**config.mk**
```make
export PLATFORM = sky130hd
export DESIGN_NAME = pwm_duty_ramp_flat
export DESIGN_NICKNAME = d
export VERILOG_FILES = /design/src/rtl/pwm_duty_ramp_if.sv /design/src/rtl/pwm_duty_ramp.sv /design/src/flat_wrapper.sv
export SDC_FILE = /design/constraint.sdc
export NUM_CORES = 1
export LEC_CHECK = 0
export CORE_MARGIN = 5
export CORE_UTILIZATION = 31
export DETAILED_ROUTE_END_ITERATION = 12
export HOLD_SLACK_MARGIN = 0.05
export PLACE_DENSITY_LB_ADDON = 0.2
export SLEW_MARGIN = 20
export SYNTH_ARGS = -nofsm -noshare
export SYNTH_HDL_FRONTEND = slang
export SYNTH_SLANG_ARGS = --single-unit
```
**constraint.sdc**
```tcl
create_clock -name clk -period 3.35 [get_ports clk]
set_input_delay 0.5025 -clock clk [delete_from_list [all_inputs] [get_ports clk]]
set_output_delay 0.5025 -clock clk [all_outputs]
set_load 0.02 [all_outputs]
```
**src/rtl/pwm_duty_ramp_if.sv**
```systemverilog
// pwm_duty_ramp_if: signal bundle between the duty switch bank and the PWM conditioning stage
// Ports (slave = conditioning stage, master = switch side / consumer):
//   sw_duty  [6:0] raw asynchronous switch value, percent
//   duty_out [6:0] registered, slewed duty cycle, 0..100
//   target   [6:0] last accepted, clamped switch value
//   busy           high while duty_out != target
//   accept         one-cycle pulse when a new target is latched
interface pwm_duty_ramp_if;
    logic [6:0] sw_duty;
    logic [6:0] duty_out;
    logic [6:0] target;
    logic       busy;
    logic       accept;
    modport master (output sw_duty, input duty_out, target, busy, accept);
    modport slave  (input sw_duty, output duty_out, target, busy, accept);
endinterface

```
**src/rtl/pwm_duty_ramp.sv**
```systemverilog
// pwm_duty_ramp: synchronise, debounce and clamp the duty switches, then slew duty_out toward the target
// Ports:
//   clk    system clock, all state on the rising edge
//   rst_n  asynchronous active-low reset
//   bus    pwm_duty_ramp_if.slave (sw_duty in; duty_out, target, busy, accept out)
// Parameters: DEBOUNCE_CYCLES (>=2) stable cycles before acceptance, STEP_CYCLES (>=1) cycles per ramp step
// Macro PWM_DUTY_RAMP_EN: when defined, duty_out ramps one percent per STEP_CYCLES;
// otherwise duty_out simply follows target one cycle after accept.
module pwm_duty_ramp #(
    parameter int DEBOUNCE_CYCLES = 1_000_000,
    parameter int STEP_CYCLES     = 100_000
) (
    input  logic           clk,
    input  logic           rst_n,
    pwm_duty_ramp_if.slave bus
);
    localparam int DW = $clog2(DEBOUNCE_CYCLES);
    localparam logic [DW-1:0] DB_LAST = DW'(DEBOUNCE_CYCLES - 1);

    function automatic logic [6:0] clamp(input logic [6:0] v);
        return v > 7'd100 ? 7'd100 : v;
    endfunction

    logic [6:0]    meta_q, meta_d, sync_q, sync_d, cand_q, cand_d, cand_clamp;
    logic [DW-1:0] db_cnt_q, db_cnt_d;
    logic [6:0]    target_q, target_d, duty_q, duty_d;
    logic          accept_q, accept_d;

    always_comb begin
        meta_d     = bus.sw_duty;
        sync_d     = meta_q;
        cand_clamp = clamp(cand_q);
        cand_d     = cand_q;
        db_cnt_d   = db_cnt_q;
        target_d   = target_q;
        accept_d   = 1'b0;
        if (sync_q != cand_q) begin
            cand_d   = sync_q;
            db_cnt_d = '0;
        end else if (db_cnt_q == DB_LAST) begin
            // counter parks at the terminal value; only a real change of target pulses accept
            target_d = cand_clamp != target_q ? cand_clamp : target_q;
            accept_d = cand_clamp != target_q;
        end else begin
            db_cnt_d = db_cnt_q + 1'b1;
        end
    end

`ifdef PWM_DUTY_RAMP_EN
    localparam int SW = STEP_CYCLES > 1 ? $clog2(STEP_CYCLES) : 1;
    localparam logic [SW-1:0] STEP_LAST = SW'(STEP_CYCLES - 1);
    localparam logic [0:0] S_IDLE = 1'b0;
    localparam logic [0:0] S_RAMP = 1'b1;

    logic [0:0]    state_q, state_d;
    logic [SW-1:0] step_cnt_q, step_cnt_d;
    logic [6:0]    duty_step;

    // direction is re-evaluated every step so a target change mid-ramp can reverse it
    always_comb begin
        state_d    = state_q;
        step_cnt_d = step_cnt_q;
        duty_d     = duty_q;
        duty_step  = target_q > duty_q ? duty_q + 7'd1 : duty_q - 7'd1;
        if (state_q == S_IDLE) begin
            step_cnt_d = '0;
            state_d    = target_q != duty_q ? S_RAMP : S_IDLE;
        end else if (target_q == duty_q) begin
            state_d    = S_IDLE;
            step_cnt_d = '0;
        end else if (step_cnt_q == STEP_LAST) begin
            duty_d     = duty_step;
            step_cnt_d = '0;
            state_d    = duty_step == target_q ? S_IDLE : S_RAMP;
        end else begin
            step_cnt_d = step_cnt_q + 1'b1;
        end
    end

    always_ff @(posedge clk or negedge rst_n) begin
        if (!rst_n) begin
            state_q    <= S_IDLE;
            step_cnt_q <= '0;
        end else begin
            state_q    <= state_d;
            step_cnt_q <= step_cnt_d;
        end
    end
`else
    always_comb duty_d = target_q;
`endif

    always_ff @(posedge clk or negedge rst_n) begin
        if (!rst_n) begin
            meta_q   <= '0;
            sync_q   <= '0;
            cand_q   <= '0;
            db_cnt_q <= '0;
            target_q <= '0;
            accept_q <= 1'b0;
            duty_q   <= '0;
        end else begin
            meta_q   <= meta_d;
            sync_q   <= sync_d;
            cand_q   <= cand_d;
            db_cnt_q <= db_cnt_d;
            target_q <= target_d;
            accept_q <= accept_d;
            duty_q   <= duty_d;
        end
    end

    assign bus.duty_out = duty_q;
    assign bus.target   = target_q;
    assign bus.accept   = accept_q;
    assign bus.busy     = duty_q != target_q;
endmodule

```
**src/flat_wrapper.sv**
```systemverilog
// flat-port wrapper written by rule: the top's interface ports become plain ports
module pwm_duty_ramp_flat 
#(
    parameter int DEBOUNCE_CYCLES = 1_000_000,
    parameter int STEP_CYCLES     = 100_000
)
  (clk, rst_n, bus_sw_duty, bus_duty_out, bus_target, bus_busy, bus_accept);
  pwm_duty_ramp_if bus_i ();
  input  logic clk;
  input  logic rst_n;
  input wire logic [$bits(bus_i.sw_duty)-1:0] bus_sw_duty;
  output wire logic [$bits(bus_i.duty_out)-1:0] bus_duty_out;
  output wire logic [$bits(bus_i.target)-1:0] bus_target;
  output wire logic [$bits(bus_i.busy)-1:0] bus_busy;
  output wire logic [$bits(bus_i.accept)-1:0] bus_accept;
  assign bus_i.sw_duty = bus_sw_duty;
  assign bus_duty_out = bus_i.duty_out;
  assign bus_target = bus_i.target;
  assign bus_busy = bus_i.busy;
  assign bus_accept = bus_i.accept;
  pwm_duty_ramp #(.DEBOUNCE_CYCLES(DEBOUNCE_CYCLES), .STEP_CYCLES(STEP_CYCLES)) u_core (.clk(clk), .rst_n(rst_n), .bus(bus_i));
endmodule
```
; After elaboration in Yosys (flattened, before gate mapping)
; Cells that the tools add are included.
[totals]
regBits = 56
input_bits = 9
output_inout_bits = 16
[classes]
add_sub_neg = 1
n_lt_le_gt_ge = 1
n_eq_ne = 5
mux = 5
n_bitwise = 1
reduce_logical = 1
[ops]
columns = op, n
row1 = $mux 20, 2
row2 = $ne 7x7->1, 3
row3 = $add 20x1->20 const B, 1
row4 = $eq 20x20->1 const B, 1
row5 = $gt 7x7->1 const B, 1
row6 = $mux 7, 1
row7 = $reduce_and 3->1, 1
row8 = $mux 1, 2
row9 = $ne 2x1->1 const B, 1
row10 = $not 1->1, 1

; Depth between registers and ports, before layout
; Gate-level depths: netlist of run 1.
[depth]
ltp_word = 5
mapped_depth = 7
ltp_nobuf = 6

; Worst setup path after synthesis of run 1
; Ideal clock, no wire load.
[synth_path]
path_type = flip-flop to flip-flop
from = register u_core.db_cnt_q[13]
to = register u_core.target_q[5], in the netlist u_core.bus.target[5]
setup_time_ps = 125
arrival_time_ps = 2470
required_ps = 3225
slack_ps = 755
path_stages_with_launch = 7
period_less_slack_ps = 2595
cell_sequence = dfrtp_1 -> or4_1 -> or4_4 -> or2_0 -> buf_6 -> a311oi_4 -> mux2_4
[synth_via]
elab_chain_cells = 2
[synth_lines]
columns = element, line_no
row1 = from (decl), pwm_duty_ramp.sv:25  ; logic [DW-1:0] db_cnt_q, db_cnt_d;
row2 = from (signal assigned), pwm_duty_ramp.sv:106  ; db_cnt_q <= db_cnt_d;
row3 = $eq 20x20->1, pwm_duty_ramp.sv:40  ; end else if (db_cnt_q == DB_LAST) begin
row4 = $reduce_and 3->1 (no line), -
row5 = to (signal assigned), pwm_duty_ramp.sv:107  ; target_q <= target_d;
row6 = to (decl), pwm_duty_ramp.sv:26  ; logic [6:0] target_q, target_d, duty_q, duty_d;
; No other way between the ends.
; A chain may end at the register's enable or synchronous reset.

; Worst setup path in the final report of run 1
[layout_path]
from = register u_core.db_cnt_q[13]
to = register u_core.target_q[6], in the netlist u_core.bus.target[6]
; The elaborated chain is that of the path after synthesis.

==> impl_metrics.csv, run 1 <==
group,metric,value,unit
status,outcome,"complete, no violations",
setup_path,crit_end_category,"flip-flop",
pwr,switching_power,0.2757,mW
global_routing,initial_antenna_violation_count,0,
yosys,netlist_instances,210,
die,die_h,97.73,um
clock_network,clk-insertion-delay-late,0.31,ns
placed_design,port-buffer-count,24,
routing,drt_pass1_iterations,4,
setup_path,rr_endpoint,"u_core.bus.target[6]",
yosys,synth.ff_latch_count,56,
min_path,hold_path.class,"input port to asynchronous set/reset pin",
clock_network,clock_transition_time_at_the_flip_flop_clock_pins_of_the_worst_setup_and_hold_paths,0.11,ns
timing,clock.fmax,0.3612,GHz
final_layout,area_growth,17.72,%
pwr,share_clk_of_total_power,0.345,
clock_network,cts-root-to-sink-buffers,2,
routing,detail_route.wl_per_cell,12.64,um
setup_path,cp_data_required_time,3.56,ns
timing,min_period,2.769,ns
pwr,power.sequential.fraction,0.615,
final_layout,layout.cells.most_common_list,"sky130_fd_sc_hd__dfrtp_1 (56), sky130_fd_sc_hd__nor2_1 (23), sky130_fd_sc_hd__clkdlybuf4s50_1 (23)",
setup_path,worst_setup_path_startpoint,"u_core.db_cnt_q[13]",
yosys,synth.yosys.seq_area_share,0.5873,
final_layout,insertedDiodeCount,0,
setup_path,worstSetupStartpointType,"flip-flop",
die,die-width,97.73,um
clock_network,cts_tree,"done",
final_layout,finalCoreUtilization,0.3692,
global_routing,first_global_vias,1533,
routing,drtIter0Drc,71,
yosys,synth.lib_cells_used.distinct,37,
timing,hold_ws,0.2004,ns
clock_network,clock_sink_count,56,
setup_path,reg2reg_setup_slack,0.58,ns
final_layout,filler_cell_count,789,
clock_network,postCtsSetupRepairBufs,0,
yosys,ys_warn_count,0,
clock_network,post_cts_resized,0,
timing,timing.final.ws_setup,0.5812,ns
die,site_row_count,32,
placed_design,gpl.final_weighted_congestion,0.7450,
timing,finalSetupViolations,0,
global_routing,grt_use_total,0.09359,
clock_network,cts_root_buf,"sky130_fd_sc_hd__clkbuf_8",
placed_design,post_dp_cell_area,2715,um2
setup_path,worst_r2r_startpoint,"u_core.db_cnt_q[13]",
die,floorplan.initialDensity,0.3137,
pwr,power.combinational.fraction,0.039,
routing,route.antenna.remaining_nets,0,
global_routing,grt_pass1_wl,7.307,mm
routing,drt-vias-per-instance,4.482,
setup_path,r2r_cells,5,
pwr,worst_ir_drop_vdd,0.1505,mV
timing,worst_pin_slew,0.9080,ns
pwr,p_leak,1.152,nW
setup_path,worst-endpoint-arrival,2.98,ns
routing,vias,1497,
placed_design,place.detailed.hpwl,2.880,mm
clock_network,cts.htree.levels,2,
yosys,syn-mean-instance-area,11.36,um2
timing,finalHoldViolCount,0,
routing,postRouteWirelength,4.221,mm
timing,timing.max_slew.rel_slack,0.3870,
final_layout,nets,241,
clock_network,cts_made_buffers,5,
die,die-area,9551,um2
timing,grt_setup_unrepaired,"no",
final_layout,layout-drive-gt1-share,0.08621,
clock_network,cts-hold-fix-buffers,0,
flow_run,maxCapViolations,0,
yosys,syn_nets,220,
pwr,pwr_density_cell,404.9,nW/um2
timing,period_share,0.8265,
setup_path,worstPathMaxFanout,7,
final_layout,design_area,2809,um2
timing,finalMaxSlewViolations,0,
die,area_of_the_core,7607,um2
final_layout,most_common_cell_after_layout_fill_and_taps_aside,"sky130_fd_sc_hd__dfrtp_1",
yosys,synth.cell_area,2386,um2
timing,finalClockSkew,0.005513,ns
pwr,internal_power,0.8615,mW
routing,drc_errors,0,
pwr,switching_share,0.2424,
placed_design,place_ws,0.5740,ns
global_routing,grt_overflow,0,
timing,tns,0,ns
die,top_level_ports,25,
global_routing,largest_net_degree_at_the_start_of_global_routing,30,
setup_path,worst-setup-path-type,"flip-flop to flip-flop",
how the worst max path moves through the flow:
stage	end	slack, ns	cells after the start
2_1_floorplan	u_core.bus.target[5]	0.76	6
3_5_place_dp	u_core.bus.target[6]	0.57	5
6_report	u_core.bus.target[6]	0.58	5
4_1_cts	u_core.bus.target[6]	0.57	5
5_1_grt	u_core.bus.target[5]	0.47	5
3_3_place_gp	u_core.bus.target[6]	0.61	5
flip-flops by register name (all words and copies together) (netlist names):
register             flops
u_core.cand_q            7
u_core.meta_q            7
u_core.db_cnt_q         20
u_core.sync_q            7
u_core.bus.target        7
u_core.bus.accept        1
u_core.bus.duty_out      7
cell type report:
class                      count  area [um2]  share of cell area
multi-input combinational    134       902.1              0.3212
clock inverter                 3       25.02            0.008909
inverter                       7       26.28            0.009354
tap                          102       127.6             0.04543
clock buffer                   5       68.82             0.02450
sequential                    56        1401              0.4989
timing repair buffer          27       257.7             0.09176
worst max-delay path, stage by stage (launching register included):
cell	delay [ns]
sky130_fd_sc_hd__dfrtp_1	0.45
sky130_fd_sc_hd__or4_1	0.51
sky130_fd_sc_hd__or4_4	0.45
sky130_fd_sc_hd__or2_0	0.36
sky130_fd_sc_hd__a311oi_4	0.57
sky130_fd_sc_hd__mux2_4	0.34
logic make-up after synthesis:
family          Yosys count  share of synthesized area
compound gates           22                    0.06608
xor+xnor                 29                     0.1064
fa+ha+maj                 1                   0.005243
buf+inv                  20                    0.03461
flops                    56                     0.5873
mux                       7                    0.03356
simple gates             75                     0.1668
Yosys cell counts (all sizes together):
library cell / instances / area (um2)
dfrtp: 56 / 1401
nor2: 23 / 86.33
xnor2: 16 / 140.1
xor2: 13 / 113.9
clkbuf: 12 / 45.04
nand2: 11 / 41.29
o21ai: 8 / 40.04
inv: 7 / 26.28
nor3: 7 / 35.03
nand4: 6 / 37.54
a21oi: 5 / 25.02
and3: 5 / 33.78
mux2i: 5 / 50.05
nand3: 5 / 25.02
or3: 5 / 32.53
nor4: 4 / 25.02
and4: 2 / 17.52
mux2: 2 / 30.03
nand4bb: 2 / 22.52
or4: 2 / 18.77
a211o: 1 / 10.01
a211oi: 1 / 7.510
a21o: 1 / 7.510
a221oi: 1 / 8.760
a311oi: 1 / 26.28
a31oi: 1 / 6.260
buf: 1 / 11.26
ha: 1 / 12.51
nand2b: 1 / 6.260
nor4bb: 1 / 10.01
o211a: 1 / 10.01
o311ai: 1 / 8.760
o31ai: 1 / 7.510
or2: 1 / 6.260
power by group through the flow:
stage	sequential, mW	combinational, mW	clock [mW]
final	0.700	0.0448	0.393
after floorplan	0.709	0.0235	0
after detailed placement	0.713	0.0463	0
after global routing	0.702	0.0511	0.440
after CTS	0.700	0.0466	0.412
after global placement	0.713	0.0460	0
stage by stage:
stage               power (mW)  std cells
floorplan               0.7325        210
global placement        0.7592        326
detailed placement      0.7598        326
CTS                      1.159        334
global route             1.193        334
finish                   1.137        334
metal layers:
layer | vias up | part of all wire | track usage
met5 | - | 0 | 0
met4 | 0 | 0.017 | 0.04792
met3 | 6 | 0.029 | 0.01786
met2 | 22 | 0.43 | 0.1418
met1 | 708 | 0.52 | 0.1278
li1 | 761 | - | -
No activity file was read; power rests on OpenSTA's default activity.
==> run 2, diff against run 1 <==
Clock period 3.35 ns to 2.7 ns, I/O delays scaled along.
==> impl_metrics.csv, run 2 (synthesized netlist as in run 1, its figures left out) <==
group,metric,value,unit
global_routing,grt_use_total,0.09136,
final_layout,most_common_cell_after_layout_fill_and_taps_aside,"sky130_fd_sc_hd__dfrtp_1",
die,site_row_count,32,
final_layout,largest_register_ff_count,20,
pwr,p_leak,1.172,nW
pwr,power.combinational.fraction,0.039,
timing,finalMaxSlewViolations,0,
routing,drt-vias-per-instance,4.543,
min_path,hold_path.class,"flip-flop to flip-flop",
timing,hold_ws,0.3582,ns
global_routing,grt_pass1_wl,7.162,mm
clock_network,cts-root-to-sink-buffers,2,
placed_design,place_ws,0.1541,ns
pwr,power,1.422,mW
die,die_h,97.73,um
timing,finalHoldViolCount,0,
pwr,share_clk_of_total_power,0.350,
status,outcome,"complete, no violations",
pwr,switching_share,0.2429,
final_layout,design_area,2838,um2
final_layout,nets,244,
timing,period_share,0.9224,
timing,timing.final.ws_setup,0.2095,ns
pwr,power.sequential.fraction,0.611,
routing,drt_pass1_iterations,4,
clock_network,cts_made_buffers,5,
setup_path,worst-endpoint-arrival,2.73,ns
die,floorplan.initialDensity,0.3137,
die,top_level_ports,25,
routing,vias,1531,
pwr,switching_power,0.3455,mW
clock_network,cts_tree,"done",
global_routing,initial_antenna_violation_count,0,
final_layout,layout-drive-gt1-share,0.09362,
timing,tns,0,ns
timing,grt_setup_unrepaired,"no",
pwr,worst_ir_drop_vdd,0.2211,mV
clock_network,post_cts_resized,0,
timing,worst_pin_slew,0.8422,ns
global_routing,grt_overflow,0,
setup_path,worst-setup-path-type,"flip-flop to flip-flop",
clock_network,cts.htree.levels,2,
final_layout,layout.cells.most_common_list,"sky130_fd_sc_hd__dfrtp_1 (56), sky130_fd_sc_hd__nor2_1 (23), sky130_fd_sc_hd__clkdlybuf4s50_1 (23)",
die,area_of_the_core,7607,um2
final_layout,filler_cell_count,771,
routing,postRouteWirelength,4.112,mm
global_routing,largest_net_degree_at_the_start_of_global_routing,23,
pwr,pwr_density_cell,501.1,nW/um2
setup_path,cp_data_required_time,2.94,ns
clock_network,postCtsSetupRepairBufs,0,
routing,drc_errors,0,
setup_path,crit_end_category,"flip-flop",
clock_network,clock_transition_time_at_the_flip_flop_clock_pins_of_the_worst_setup_and_hold_paths,0.11,ns
setup_path,worstSetupStartpointType,"flip-flop",
timing,min_period,2.490,ns
routing,detail_route.wl_per_cell,12.20,um
setup_path,worstPathMaxFanout,7,
clock_network,clk-insertion-delay-late,0.32,ns
final_layout,area_growth,18.93,%
timing,clock.fmax,0.4015,GHz
placed_design,post_dp_cell_area,2730,um2
timing,finalClockSkew,0.01246,ns
die,die-width,97.73,um
placed_design,gpl.final_weighted_congestion,0.7437,
die,die-area,9551,um2
placed_design,place.detailed.hpwl,3.018,mm
routing,route.antenna.remaining_nets,0,
placed_design,port-buffer-count,24,
timing,timing.max_slew.rel_slack,0.4314,
pwr,internal_power,1.076,mW
final_layout,insertedDiodeCount,0,
global_routing,first_global_vias,1479,
routing,drtIter0Drc,37,
final_layout,top_register,"u_core.db_cnt_q",
flow_run,maxCapViolations,0,
clock_network,clock_sink_count,56,
clock_network,cts_root_buf,"sky130_fd_sc_hd__clkbuf_8",
timing,finalSetupViolations,0,
run 2: cell count changes in the layout (fill, tap and decap cells not counted):
cell	before	now
sky130_fd_sc_hd__clkinvlp_4	1	0
sky130_fd_sc_hd__inv_8	0	1
sky130_fd_sc_hd__dlygate4sd3_1	0	1
sky130_fd_sc_hd__buf_4	3	5
run 2: routing by layer:
metal / vias up / part of all wire / global-route usage / wire (um)
met5: - / 0 / 0 / 0
met4: 0 / 0.020 / 0.03834 / 82
met3: 6 / 0.032 / 0.02286 / 132
met2: 22 / 0.44 / 0.1418 / 1817
met1: 739 / 0.51 / 0.1220 / 2079
li1: 764 / - / - / -
run 2: what timing repair did:
item                       4_1_cts  5_1_grt
setup endpoints to repair        0        1
hold endpoints to repair        15        0
hold buffers                     1        0
run 2: final timing paths:
| path | start | end | cells after the start | slack, ns |
|---|---|---|---|---|
| worst max-delay path | u_core.db_cnt_q[13] | u_core.bus.target[2] | 6 | 0.21 |
| worst min-delay path | u_core.meta_q[5] | u_core.sync_q[5] | 0 | 0.36 |
| worst max register to register | u_core.db_cnt_q[13] | u_core.bus.target[2] | 6 | 0.21 |
| worst min register to register | u_core.meta_q[5] | u_core.sync_q[5] | 0 | 0.36 |
| max in group asynchronous | rst_n | u_core.bus.target[0] | 3 | 1.57 |
| min in group asynchronous | rst_n | u_core.db_cnt_q[18] | 2 | 0.52 |
run 2: critical path, stage by stage, from the launching register on:
cell and delay (ns):
sky130_fd_sc_hd__dfrtp_1 0.45, sky130_fd_sc_hd__or4_1 0.51, sky130_fd_sc_hd__or4_4 0.44, sky130_fd_sc_hd__or2_0 0.28
sky130_fd_sc_hd__a311oi_4 0.31, sky130_fd_sc_hd__buf_4 0.22, sky130_fd_sc_hd__mux2i_1 0.19
run 2: per-stage QoR:
step,utilization,cells
after floorplan,-,210
after global placement,0.3589,328
after detailed placement,0.3589,328
after CTS,0.3730,337
after global routing,0.3730,337
final,0.3730,337
run 2: power by group through the flow:
stage                     Sequential, mW  Clock [mW]  Combinational [mW]
after floorplan                    0.880           0              0.0291
after detailed placement           0.885           0              0.0569
after global routing               0.872       0.550              0.0645
final                              0.868       0.498              0.0557
after CTS                          0.869       0.516              0.0582
after global placement             0.885           0              0.0574
run 2: area by class of cell:
class                      instances  area, um2  area share
inverter                           7      26.28    0.009259
multi-input combinational        134      902.1      0.3179
sequential                        56       1401      0.4938
clock inverter                     3      28.78     0.01014
timing repair buffer              30      282.8     0.09965
tap                              102      127.6     0.04497
clock buffer                       5      68.82     0.02425
